$ cat src/rtl/uart_pkg.sv
// Shared UART definitions: receiver FSM state encoding and the default frame
// geometry reused by the transmitter and the baud-tick generator.
package uart_pkg;

  localparam int UART_NBITS      = 8;   // data bits per frame
  localparam int UART_OVERSAMPLE = 16;  // ticks per bit period

  typedef enum logic [2:0] {
    ST_IDLE   = 3'd0,
    ST_START  = 3'd1,
    ST_DATA   = 3'd2,
    ST_PARITY = 3'd3,
    ST_STOP   = 3'd4,
    ST_BREAK  = 3'd5
  } uart_state_e;

endpackage

$ cat src/rtl/uart_rx_sync.sv
// Two-flop synchronizer for the asynchronous serial line.
// Resets to 1 (idle line level) so a reset never looks like a start bit.
//   clk   : system clock
//   reset : async active-high reset
//   d_i   : asynchronous input
//   q_o   : synchronized output (2 clk latency)
module uart_rx_sync (
  input  logic clk,
  input  logic reset,
  input  logic d_i,
  output logic q_o
);

  logic [1:0] ff_q;

  always_ff @(posedge clk or posedge reset) begin
    if (reset) ff_q <= 2'b11;
    else       ff_q <= {ff_q[0], d_i};
  end

  assign q_o = ff_q[1];

endmodule

$ cat src/rtl/uart_rx.sv
// UART receiver: 16x (OVERSAMPLE) oversampled deserialiser with valid/ack
// output handshake, framing-error and overrun-error pulses.
// Optional even-parity check enabled by defining UART_RX_PARITY_EN, which adds
// a PARITY state and the parity_err output.
//   clk         : system clock
//   reset       : async active-high reset
//   tick        : OVERSAMPLE x baud enable pulse
//   Rx          : async serial line, idle high
//   rx_ack      : consumer ack, honoured only while rx_valid
//   rx_data     : last good received byte
//   rx_valid    : byte available, cleared by rx_ack
//   frame_err   : 1-clk pulse, stop bit sampled low
//   overrun_err : 1-clk pulse, capture over an unacked byte
//   parity_err  : 1-clk pulse, parity mismatch (UART_RX_PARITY_EN only)
//   busy        : FSM not in IDLE
module uart_rx
  import uart_pkg::*;
#(
  parameter int NBITS      = UART_NBITS,
  parameter int OVERSAMPLE = UART_OVERSAMPLE
) (
  input  logic             clk,
  input  logic             reset,
  input  logic             tick,
  input  logic             Rx,
  input  logic             rx_ack,
  output logic [NBITS-1:0] rx_data,
  output logic             rx_valid,
  output logic             frame_err,
  output logic             overrun_err,
`ifdef UART_RX_PARITY_EN
  output logic             parity_err,
`endif
  output logic             busy
);

  localparam int CW = $clog2(OVERSAMPLE);
  localparam int BW = $clog2(NBITS) + 1;
  localparam logic [CW-1:0] CNT_MID  = CW'(OVERSAMPLE/2 - 1);
  localparam logic [CW-1:0] CNT_LAST = CW'(OVERSAMPLE - 1);
  localparam logic [BW-1:0] BIT_LAST = BW'(NBITS - 1);

  logic rx_s;

  uart_rx_sync u_sync (
    .clk   (clk),
    .reset (reset),
    .d_i   (Rx),
    .q_o   (rx_s)
  );

  uart_state_e      state_q, state_d;
  logic [CW-1:0]    cnt_q, cnt_d;
  logic [BW-1:0]    bitcnt_q, bitcnt_d;
  logic [NBITS-1:0] shreg_q, shreg_d;
  logic [NBITS-1:0] data_q, data_d;
  logic             valid_q, valid_d;
  logic             ferr_q, ferr_d;
  logic             oerr_q, oerr_d;
  logic             capture;
`ifdef UART_RX_PARITY_EN
  logic             par_q, par_d;   // parity bit as received
  logic             perr_q, perr_d;
`endif

  always_ff @(posedge clk or posedge reset) begin
    if (reset) begin
      state_q  <= ST_IDLE;
      cnt_q    <= '0;
      bitcnt_q <= '0;
      shreg_q  <= '0;
      data_q   <= '0;
      valid_q  <= 1'b0;
      ferr_q   <= 1'b0;
      oerr_q   <= 1'b0;
`ifdef UART_RX_PARITY_EN
      par_q    <= 1'b0;
      perr_q   <= 1'b0;
`endif
    end else begin
      state_q  <= state_d;
      cnt_q    <= cnt_d;
      bitcnt_q <= bitcnt_d;
      shreg_q  <= shreg_d;
      data_q   <= data_d;
      valid_q  <= valid_d;
      ferr_q   <= ferr_d;
      oerr_q   <= oerr_d;
`ifdef UART_RX_PARITY_EN
      par_q    <= par_d;
      perr_q   <= perr_d;
`endif
    end
  end

  always_comb begin
    state_d  = state_q;
    cnt_d    = cnt_q;
    bitcnt_d = bitcnt_q;
    shreg_d  = shreg_q;
    data_d   = data_q;
    valid_d  = valid_q;
    ferr_d   = 1'b0;
    oerr_d   = 1'b0;
    capture  = 1'b0;
`ifdef UART_RX_PARITY_EN
    par_d    = par_q;
    perr_d   = 1'b0;
`endif

    unique case (state_q)
      ST_IDLE: begin
        if (tick && !rx_s) begin
          state_d = ST_START;
          cnt_d   = '0;
        end
      end
      ST_START: begin
        if (tick) begin
          if (cnt_q == CNT_MID) begin
            // Re-check the line at mid start bit to reject glitches.
            if (!rx_s) begin
              state_d  = ST_DATA;
              cnt_d    = '0;
              bitcnt_d = '0;
            end else begin
              state_d  = ST_IDLE;
            end
          end else begin
            cnt_d = cnt_q + 1'b1;
          end
        end
      end
      ST_DATA: begin
        if (tick) begin
          if (cnt_q == CNT_LAST) begin
            // LSB arrives first, so shift right and let it settle at bit 0.
            shreg_d  = {rx_s, shreg_q[NBITS-1:1]};
            bitcnt_d = bitcnt_q + 1'b1;
            cnt_d    = '0;
            if (bitcnt_q == BIT_LAST) begin
`ifdef UART_RX_PARITY_EN
              state_d = ST_PARITY;
`else
              state_d = ST_STOP;
`endif
            end
          end else begin
            cnt_d = cnt_q + 1'b1;
          end
        end
      end
`ifdef UART_RX_PARITY_EN
      ST_PARITY: begin
        if (tick) begin
          if (cnt_q == CNT_LAST) begin
            par_d   = rx_s;
            cnt_d   = '0;
            state_d = ST_STOP;
          end else begin
            cnt_d = cnt_q + 1'b1;
          end
        end
      end
`endif
      ST_STOP: begin
        if (tick) begin
          if (cnt_q == CNT_LAST) begin
            cnt_d = '0;
            if (rx_s) begin
              capture = 1'b1;
              state_d = ST_IDLE;
`ifdef UART_RX_PARITY_EN
              // Even parity: data bits plus parity bit must XOR to 0.
              perr_d  = par_q != (^shreg_q);
`endif
            end else begin
              ferr_d  = 1'b1;
              state_d = ST_BREAK;
            end
          end else begin
            cnt_d = cnt_q + 1'b1;
          end
        end
      end
      ST_BREAK: begin
        // Hold here until the line releases so a long break errors once.
        if (rx_s) state_d = ST_IDLE;
      end
      default: state_d = ST_IDLE;
    endcase

    if (rx_ack && valid_q) valid_d = 1'b0;

    // A capture overrides the ack clear; an ack in the same clk absorbs the
    // pending byte, so only an unacked pending byte counts as overrun.
    if (capture) begin
      data_d  = shreg_q;
      valid_d = 1'b1;
      oerr_d  = valid_q && !rx_ack;
    end
  end

  assign rx_data     = data_q;
  assign rx_valid    = valid_q;
  assign frame_err   = ferr_q;
  assign overrun_err = oerr_q;
  assign busy        = (state_q != ST_IDLE);
`ifdef UART_RX_PARITY_EN
  assign parity_err  = perr_q;
`endif

endmodule

$ cat config.mk
export PLATFORM = sky130hd
export DESIGN_NAME = uart_rx
export DESIGN_NICKNAME = d
export VERILOG_FILES = /design/src/rtl/uart_pkg.sv /design/src/rtl/uart_rx_sync.sv /design/src/rtl/uart_rx.sv
export SDC_FILE = /design/constraint.sdc
export NUM_CORES = 1
export LEC_CHECK = 0
export CAP_MARGIN = 5
export CORE_MARGIN = 1
export CORE_UTILIZATION = 24
export CTS_BUF_LIST = sky130_fd_sc_hd__clkbuf_2
export DETAILED_ROUTE_END_ITERATION = 10
export GPL_TIMING_DRIVEN = 0
export SYNTH_ARGS = -nofsm -noshare
export SYNTH_HDL_FRONTEND = slang
export SYNTH_SLANG_ARGS = --single-unit
export TNS_END_PERCENT = 50
$ cat constraint.sdc
create_clock -name clk -period 2.7 [get_ports clk]
set_input_delay 0.54 -clock clk [delete_from_list [all_inputs] [get_ports clk]]
set_output_delay 0.54 -clock clk [all_outputs]
set_load 0.03 [all_outputs]
**Word level (Yosys, flattened, before mapping)**

Index checks and enable logic that the tools add are counted.
Widths: inputs -> output; s select.

- Bits in registers: 32
- Bits in latches: 0
- Bits in writable memories: 0
- Bits in read-only memories: 0
- Output and inout bits: 12
- Word-level logic and storage cells: 80
- Memories: 0

- Add/subtract/negate cells: 2
- Multiply operators: 0
- Divide/modulo/power cells: 0
- Order comparisons: 0
- Equality and inequality tests: 19
- Shift operators: 0
- Mux-type cells: 35
- Bitwise logic cells: 0
- Reduce and logical (&&, ||, !) cells: 15

Operators with widths:

| kind | number |
|---|---|
| $mux 4 | 10 |
| $mux 3 | 10 |
| $ne 2x2->1 const B | 9 |
| $pmux 3 s5 | 1 |
| $pmux 4 s3 | 1 |
| $mux 1 | 11 |
| $reduce_and 9->1 | 1 |
| $add 4x1->4 const B | 2 |
| $eq 4x3->1 const B | 2 |
| $pmux 4 s2 | 1 |
| $eq 3x3->1 const B | 2 |
| $reduce_and 6->1 | 1 |
| $reduce_bool 3->1 | 2 |
| $reduce_and 5->1 | 1 |
| $eq 4x4->1 const B | 1 |
| $ne 2x1->1 const B | 2 |
| $reduce_bool 2->1 | 2 |
| $eq 3x1->1 const B | 1 |
| $eq 3x2->1 const B | 1 |
| $logic_and 1x1->1 | 3 |
| $logic_not 3->1 | 1 |
| $ne 3x3->1 const B | 1 |
| $reduce_and 3->1 | 1 |
| $logic_not 1->1 | 2 |
| 2 further kinds | 2 |

**Longest topological paths before layout**

Gate-level depths: netlist (run 1).

- Depth after elaboration: 5
- Mapped depth: 6
- Depth with buffers taken out: 6

**Modules after synthesis**

A second synthesis (run 1) with hierarchy kept.

- Cell total of the unflattened synthesis: 128
- Area, all modules: 1539.0 um^2

By module, submodules not included:

| module | instances | cells each | area an instance (um^2) | seq. area each (um^2) |
|---|---|---|---|---|
| uart_rx | 1 | 125 | 1482.7 | 750.7 |
| uart_rx_sync | 1 | 3 | 56.3 | 52.6 |

**Worst setup path after synthesis (run 1)**

Ideal clock, no wire load.

- Kind: reg2reg
- Start point: reg state_q[2]
- End point: reg state_q[0]
- Data arrival time: 1686 ps
- Required time: 2572 ps
- Setup slack: 887 ps
- Stages on the path, launching flop included: 6
- Buffers on the path: 0
- Period minus slack after synthesis: 1813 ps
- Cell sequence: dfrtp_1 -> or3_1 -> and3_1 -> o21ai_2 -> nand3_1 -> mux2_1

- Longest elaborated chain between the ends: 3
- Elaborated cells on any way between the ends: 16
- Those cells by class: 13 x eq/ne; 1 x mux; 2 x reduce/logical

Ends and longest elaborated chain:

| item | RTL line | text |
|---|---|---|
| start, declared | uart_rx.sv:52 | `uart_state_e state_q, state_d;` |
| start signal, assigned | uart_rx.sv:81 | `state_q <= state_d;` |
| $eq 3x3->1, or another cell as far along | uart_rx.sv:111 | `unique case (state_q)` |
| $ne 2x1->1 (no line) or $ne 2x2->1 (tied branches) | -- |  |
| $reduce_and 9->1 (no line) | -- |  |

Parallel ways exist; a longest one is shown, timed or not.
A chain may end at the register's enable or synchronous reset.

**Worst setup path in the final report (run 1)**

- Start point: reg state_q[2]
- End point: out busy

- Longest elaborated chain between the ends: 1

Ends and longest elaborated chain:

| item | RTL line | text |
|---|---|---|
| $reduce_bool 3->1 | uart_rx.sv:208 | `assign busy = (state_q != ST_IDLE);` |
| end, declared | uart_rx.sv:34 | `output logic busy` |

No other way between the ends.

==> impl_results.md, run 1 <==
- Post-CTS Setup Repair Bufs: 0
- Max incr delay on CP: 0.61 ns
- Highest clock rate: 424 MHz
- Cts hold-fix bufs: 0
- Ys flop type: dfrtp_1
- Synthesized Nets: 128
- Placer Congestion: 0.783
- Initial DRT Pass Iterations: 4
- Sequential area share after synthesis: 53.6%
- Core area: around 6000 um^2
- Chip Height: 81.0 um
- #FFs+latches synth: 32
- Row count: 28
- Synth top area cells: dfrtp_1 50%, mux2_4 8.0%, mux2_2 6.8%
- Setup CP Type: reg -> out
- DR WL/cell: 11.7 um
- Die area: 6570 um^2
- Cts bufs inserted: 5
- Routed Antenna Nets: 0
- Post_cts resized: 0
- Clock Sinks: 32
- Die span in x: 81.0 um
- Wirelength, routed: 2600 um
- Largest delay share family, worst path: buffers and inverters
- Vias in the first global route: 930
- Max-cap violations: 0
- Io pins: 17
- Worst Path Arrival: 1.82 ns
- Reg2reg start: cnt_q[0]
- CP max stage cell: clkdlybuf4s50_1
- FF-to-FF setup slack: 0.79 ns
- Peak VDD IR: 0.231 mV
- CP cell instances: or3_1 > clkdlybuf4s50_1
- Initial antenna violation count: 0
- Post-synth top area share: 50.1%
- First-pass GRT wire length: 4310 um
- Commonest non-fill, non-tap cells in the layout: 30 x dfrtp_1, 16 x clkdlybuf4s50_1, 9 x mux2_2, 8 x mux2_4, 7 x nand2_1
- Area delta synth->final: 21.7%
- Final hold slack: 0.370 ns
- Setup Skew: between 0.03 and 0.04 ns
- Final WS setup: roughly 0.34 ns
- Fin Setup TNS: 0 ns
- Clock Tree Buf Depth: 2
- DR vias: 976
- Worst slack, placed: 0.445 ns
- Diodes inserted: 0
- Min-delay src: u_sync.ff_q[0]
- Max FO, Critical Path: 3
- Starting Density: 25.2%
- Worst setup SP type: flip-flop
- Pin count of the biggest net entering global routing: 33
- Nets@finish: approximately 150
- Residual DRC: 0
- Number of DRC markers in iteration 0: 54
- GRT Overall Usage: 8.72%
- Htree depth: 2
- Worst Setup SP: state_q[2]
- Status: complete, no violations
- Synth area leader: dfrtp_1
- Gate Count Post-Synth: around 120
- Final min period: 2.36 ns
- Final hold vios: 0
- Total grt overflow: 0
- FFs w/ async S/R, synth: between 90% and 100%
- CTS tree: yes
- Worst rel slew slack: 61.1%
- EDFF count, synth: 0
- Worst Tran Pin Value: 0.580 ns
- Fin. max-slew vios: 0
- Vias per cell: 4.42
- Share of layout cells above drive strength 1: approximately 25%
- Mapped Area: 1500 um^2
- Hold WC Path Type: reg -> reg
- Buf/Inv on CP: 1
- Clk Tree Root Cell: clkbuf_2
- YS warnings: 0
- Post-DP HPWL: 1770 um
- Fin crit share: 87.4%
- Port buffer count: 16
- Synth cell types: 40
- RSZ-0062 raised after global routing: no
- Clock transition at path regs: 0.19 ns
- Leak: approximately 0.85 nW
- Final setup fails: 0
- Worst Setup End Kind: primary output
- Fill cell count: 607
- Most common cell after layout, fill and taps aside: dfrtp_1
- Critical Path RT: 2.16 ns
- Avg Cell Area, Syn: 12.4 um^2
- Power density over the cells: about 570 nW/um^2
- Clock latency on the worst-skew pair: 0.38 ns
==> final cells by class <==
| type | count | area (um^2) | area share, % |
|---|---|---|---|
| plain buffers | 5 | 30.0 | 1.65 |
| clock inverters | 3 | 18.8 | 1.03 |
| repair buffers | 17 | 188 | 10.3 |
| clock buffers | 5 | 25.0 | 1.37 |
| well taps | 75 | 93.8 | 5.14 |
| inverters | 4 | 15.0 | 0.823 |
| flip-flops and latches | 32 | 803 | 44.0 |
| multi-input cells | 80 | 651 | 35.7 |
==> logic make-up after synthesis <==
logic type / synth area share, %
mux: 16.3
simple gates: 14.8
buf+inv: 3.00
compound gates: 10.1
fa+ha+maj: 1.67
flops: 53.6
xor+xnor: 0.584
==> worst reg2reg max path: stages, from the launching register on <==
cell and delay, ns:
dfrtp_1 0.42, ha_1 0.23, nand2_1 0.14, or4_4 0.50
buf_6 0.17, mux2_4 0.31
==> final timing paths <==
kind / depth (start not counted) / endpoint
worst max-delay path: 2 / busy
worst min-delay path: 0 / u_sync.ff_q[1]
worst max register to register: 5 / rx_data[3]
worst min register to register: 0 / u_sync.ff_q[1]
max in group asynchronous: 3 / shreg_q[3]
min in group asynchronous: 2 / state_q[0]
==> registers in the layout (all words and copies together) (netlist names) <==
name	cells
bitcnt_q	4
cnt_q	4
rx_data	8
u_sync.ff_q	2
overrun_err	1
rx_valid	1
frame_err	1
shreg_q	8
state_q	3
==> through the flow <==
step	instance area [um^2]	util [%]	power, mW	instances
after CTS	1800	30.2	1.04	220
after global routing	1820	30.6	1.10	221
final	1820	30.6	1.03	221
after global placement	1750	29.4	0.797	212
after detailed placement	1750	29.4	0.800	212
after floorplan	1500	-	0.734	121
==> Yosys cell counts (2+ instances only) <==
cell / n
dfrtp_1: 30
mux2_2: 9
mux2_4: 8
nand2_1: 7
a21oi_1: 6
o21ai_1: 5
inv_1: 4
nor2_1: 4
nor2b_1: 4
buf_2: 3
nand3_1: 3
and3_1: 2
dfstp_2: 2
ha_1: 2
mux2_1: 2
nand3b_1: 2
nand4b_1: 2
o21ai_0: 2
o2bb2ai_1: 2
or3_1: 2
==> power breakdown <==
group	switching (mW)	internal (mW)	total (mW)	leakage, nW
Sequential	0.0296	0.509	0.538	0.436
Combinational	0.142	0.116	0.257	0.377
Clock	0.177	0.0624	0.239	0.0327
Total	0.348	0.687	1.03	0.845
==> per-layer routing <==
| metal | vias up | wire length, um | track usage, % |
|---|---|---|---|
| met3 | 5 | 118 | 3.37 |
| li1 | 487 | - | - |
| met4 | 0 | 30 | 2.68 |
| met2 | 23 | 1110 | 13.3 |
| met5 | - | 0 | 0 |
| met1 | 461 | 1330 | 11.3 |
Note: power is estimated with default switching activity, not from simulation.
==> run 2, diff against run 1 <==
--- a/config.mk
+++ b/config.mk
@@ -5,6 +5,7 @@
 export SDC_FILE = /design/constraint.sdc
 export NUM_CORES = 1
 export LEC_CHECK = 0
+export ABC_CLOCK_PERIOD_IN_PS = 2700
 export CAP_MARGIN = 5
 export CORE_MARGIN = 1
 export CORE_UTILIZATION = 24
==> constraint.sdc (replaced) <==
create_clock -name clk -period 2.7 [get_ports clk]
set_input_delay 0.54 -clock clk [delete_from_list [all_inputs] [get_ports clk]]
set_output_delay 0.54 -clock clk [all_outputs]
set_load 0.01 [all_outputs]
==> results of run 2 <==
The final DEF is identical to that of run 1. Status: complete, no violations.
Among the figures that moved: setup slack after layout 0.339 ns -> 0.454 ns; total power 1.03 mW -> 1.02 mW
